===== config.mk =====
export PLATFORM = sky130hd
export DESIGN_NAME = parity_stream_acc
export DESIGN_NICKNAME = d
export VERILOG_FILES = /design/src/rtl/parity_stream_acc.sv
export SDC_FILE = /design/constraint.sdc
export NUM_CORES = 1
export LEC_CHECK = 0
export ABC_AREA = 1
export BUFFER_PORTS_ARGS = -buffer_cell sky130_fd_sc_hd__buf_4
export CORE_MARGIN = 10
export CORE_UTILIZATION = 58
export DETAILED_ROUTE_END_ITERATION = 10
export MAX_ROUTING_LAYER = met4
export PLACE_DENSITY = 0.83
export SYNTH_ARGS = -nofsm -noshare
export SYNTH_HDL_FRONTEND = slang
export SYNTH_SLANG_ARGS = --single-unit

===== constraint.sdc =====
create_clock -name clk -period 3.6 [get_ports clk]
set_input_delay 0.72 -clock clk [delete_from_list [all_inputs] [get_ports clk]]
set_output_delay 0.72 -clock clk [all_outputs]
set_load 0.02 [all_outputs]

===== src/rtl/parity_stream_acc.sv =====
// Packet-level streaming parity generator with saturating beat count.
// Optional expected-parity check built when PARITY_CHECK_EN is defined.
module parity_stream_acc #(
    parameter int unsigned DATA_W     = 8,
    parameter int unsigned CNT_W      = 8,
    parameter bit          ODD_PARITY = 1'b0
) (
    input  logic              clk,
    input  logic              reset_n,
    input  logic              in_valid,
    output logic              in_ready,
    input  logic [DATA_W-1:0] in_data,
    input  logic              in_last,
    output logic              out_valid,
    input  logic              out_ready,
    output logic              out_parity,
`ifdef PARITY_CHECK_EN
    input  logic              exp_parity,
    output logic              out_error,
`endif
    output logic [CNT_W-1:0]  out_count
);

    localparam logic [1:0] IDLE  = 2'd0;
    localparam logic [1:0] ACCUM = 2'd1;
    localparam logic [1:0] DONE  = 2'd2;

    logic [1:0]       state;
    logic             acc;
    logic [CNT_W-1:0] cnt;
    logic             par_q;
    logic [CNT_W-1:0] count_q;
    logic             next_acc;
    logic [CNT_W-1:0] cnt_inc;
    logic             accept;

    // acc/cnt are zero in IDLE, so one update formula covers IDLE and ACCUM
    assign next_acc = acc ^ (^in_data);
    assign cnt_inc  = (cnt == '1) ? cnt : cnt + CNT_W'(1);
    assign accept   = in_valid && (state != DONE);

    // Ready is gated by reset so it reads low while reset_n is held low
    assign in_ready   = reset_n && (state != DONE);
    assign out_valid  = (state == DONE);
    assign out_parity = par_q;
    assign out_count  = count_q;

`ifdef PARITY_CHECK_EN
    logic err_q;
    assign out_error = err_q;
`endif

    always_ff @(posedge clk or negedge reset_n) begin
        if (!reset_n) begin
            state   <= IDLE;
            acc     <= 1'b0;
            cnt     <= '0;
            par_q   <= 1'b0;
            count_q <= '0;
`ifdef PARITY_CHECK_EN
            err_q   <= 1'b0;
`endif
        end else begin
            case (state)
                IDLE, ACCUM: begin
                    if (accept) begin
                        if (in_last) begin
                            state   <= DONE;
                            par_q   <= next_acc ^ ODD_PARITY;
                            count_q <= cnt_inc;
`ifdef PARITY_CHECK_EN
                            err_q   <= (next_acc ^ ODD_PARITY) != exp_parity;
`endif
                        end else begin
                            state <= ACCUM;
                            acc   <= next_acc;
                            cnt   <= cnt_inc;
                        end
                    end
                end
                DONE: begin
                    if (out_ready) begin
                        state <= IDLE;
                        acc   <= 1'b0;
                        cnt   <= '0;
                    end
                end
                default: state <= IDLE;
            endcase
        end
    end

endmodule


==> impl_metrics.env <==
export IMPL_outcome="finished clean"
export IMPL_syn_avg_cell_area_um2=6.87
export IMPL_postCtsHoldBufs=0
export IMPL_drt_wl_total_mm=2.63
export IMPL_drtPass1Iterations=4
export IMPL_combPwrFrac=0.363
export IMPL_antenna_found_initial=0
export IMPL_synth_common_cells="79 x nand2_1, 28 x inv_1, 20 x dfrtp_1, 20 x nand3_1, 10 x o21ai_0"
export IMPL_clock_latency_ns=0.31
export IMPL_grt_pass1_vias=1094
export IMPL_htree_levels=1
export IMPL_io_buffers=23
export IMPL_period_share=0.565
export IMPL_p_per_area_nw_per_um2=487
export IMPL_antenna_cells=0
export IMPL_ctsResizeCount=0
export IMPL_ir_drop_uv=426
export IMPL_cts_made_buffers=3
export IMPL_ant_nets=0
export IMPL_clkSlewWorstSetupHoldPaths_ns=0.12
export IMPL_clock_path_buffers=2
export IMPL_ys_flop_type="dfrtp_1"
export IMPL_r2r_end="out_count[1]$_DFFE_PN0P_"
export IMPL_nFillCells=160
export IMPL_dp_hpwl_mm=2.04
export IMPL_synth_top_family_by_area="simple AND/OR/NAND/NOR gates"
export IMPL_fin_setup_tns_ns=0
export IMPL_num_vias=1155
export IMPL_synthSimpleGateAreaFrac=0.414
export IMPL_synth_edff_count=0
export IMPL_r2r_cells=8
export IMPL_boundaryPins=24
export IMPL_drt_iter0_drc=40
export IMPL_tritoncts="yes"
export IMPL_p_sw_uw=265
export IMPL_fp_row_count=16
export IMPL_fin_crit_ns=2.03
export IMPL_cp_arrival_ns=1.31
export IMPL_start_util=0.610
export IMPL_syn2layout_area_growth_pct=20.1
export IMPL_slew_viol_final=0
export IMPL_synth_top_area_frac=0.414
export IMPL_drv_cap=0
export IMPL_netlist_instances=176
export IMPL_skew_ns=0.00648
export IMPL_globalplace_congestion=0.794
export IMPL_finalPower_uw=707
export IMPL_hp_class="input port to async pin"
export IMPL_crit_path_start_kind="input port"
export IMPL_synth_xor_area_frac=0.00724
export IMPL_leakagePower_uw=0.000854
export IMPL_cts_root_buf="clkbuf_4"
export IMPL_cp_end_kind="output pin"
export IMPL_layout_nets=218
export IMPL_post_cts_buffers=0
export IMPL_syn_nets=190
export IMPL_drive_gt1_frac=0.192
export IMPL_regArea_um2=500
export IMPL_pwr_share_seq=0.448
export IMPL_synthAdderAreaFrac=0.0103
export IMPL_drc=0
export IMPL_rsz0062_at_grt="false"
export IMPL_finalSetupViolCount=0
export IMPL_worst_slew_pin_slew_ns=0.439
export IMPL_multiInputGateArea_um2=587
export IMPL_die_w_um=65.7
export IMPL_internal_power_uw=442
export IMPL_netlist_cell_type_count=18
export IMPL_viasPerCell=5.02
export IMPL_finalHoldViolations=0
export IMPL_dieArea_um2=4310
export IMPL_synth_warnings=0
export IMPL_synth_seq_cells=20
export IMPL_p_sw_frac=0.375
export IMPL_r2r_slack_ns=2.15
export IMPL_synth_area_leader_cell="dfrtp_1"
export IMPL_grt_overflow=0
export IMPL_ys_seq_area_frac=0.414
export IMPL_synth_async_reset_ratio=1.00
export IMPL_ys_top_cells_by_area="dfrtp_1 41%, nand2_1 25%, inv_1 8.7%"
export IMPL_cts_sinks=20
export IMPL_synth_area_um2=1210
export IMPL_grt_max_degree=22
export IMPL_coreArea_um2=1980
export IMPL_synthMuxAreaShare=0
export IMPL_worstSetupPathType="input port to output pin"
export IMPL_yosys_cell_count_top_type="nand2_1"
export IMPL_reg2reg_from="cnt[0]$_DFFE_PN0P_"
export IMPL_crit_required_ns=2.88
export IMPL_wl_per_cell_um=11.4
export IMPL_grt_pass1_wl_mm=4.42
export IMPL_relSlewSlack=0.707
export IMPL_fmax_mhz=492
export IMPL_pwr_share_clk=0.188
export IMPL_synth_compound_area_frac=0.0538
export IMPL_cp_max_fo=21
export IMPL_die_height_um=65.7
export IMPL_grt_usage=0.129
## per-layer routing
layer / track usage / vias to the layer above / wire (um)
met4: 0.0481 / 0 / 40
met5: - / - / 0
met2: 0.207 / 30 / 1250
met1: 0.150 / 528 / 1180
met3: 0.0339 / 5 / 149
li1: - / 592 / -
## state kept, by name, indices dropped and copies added (netlist names)
name	count
state	2
out_count	8
cnt	8
acc	1
out_parity	1
## kinds of logic (layout without fill, tap and decap cells)
kind of cell	after synthesis	count (layout)
AO/OA/AOI/OAI	12	12
XOR/XNOR	1	1
AND/OR/NAND/NOR	110	110
adder cells (fa/ha/maj)	1	1
buffers and inverters	32	59
flip-flops	20	20
## metrics by stage
step	utilization	hold slack (ns)	cell area, um2	worst slack, ns	instances
after floorplan	-	0.424	1210	1.85	176
after global placement	0.715	0.463	1420	1.58	226
after detailed placement	0.715	0.467	1420	1.55	226
after CTS	0.733	0.267	1450	1.55	230
after global routing	0.733	0.281	1450	1.48	230
final	0.733	0.269	1450	1.57	230
## cell type report
type,instances,share of cell area
Clock buffer,4,0.0250
Timing Repair Buffer,23,0.119
Multi-Input combinational cell,124,0.404
Inverter,32,0.0844
Tap cell,27,0.0233
Sequential cell,20,0.345
## placed cells by master (no fill, tap or decap), types with 2 or more instances in the layout
cell / synthesis / layout
nand2_1: 79 / 79
inv_1: 28 / 28
buf_4: 0 / 23
nand3_1: 20 / 20
dfrtp_1: 20 / 20
o21ai_0: 10 / 10
nor2_1: 3 / 3
inv_2: 3 / 3
clkbuf_4: 0 / 3
nand2_2: 2 / 2
nor3_4: 2 / 2
## worst max-delay path by stage
stage,start,to
CTS,reset_n,in_ready
global route,reset_n,in_ready
global placement,reset_n,in_ready
detailed placement,reset_n,in_ready
floorplan,reset_n,in_ready
finish,reset_n,in_ready
## worst max-delay path, cell delays in order
cell and delay, ns:
buf_4 0.26, inv_1 0.08, nor2_1 0.11, buf_4 0.14
## power groups by stage
stage               combinational (uW)  sequential [uW]  clock, uW
finish                             257              317        133
global route                       288              324        139
CTS                                259              317        136
detailed placement                 258              321          0
global placement                   251              319          0
floorplan                          135              348          0
Power figures use the tool's default switching activity.
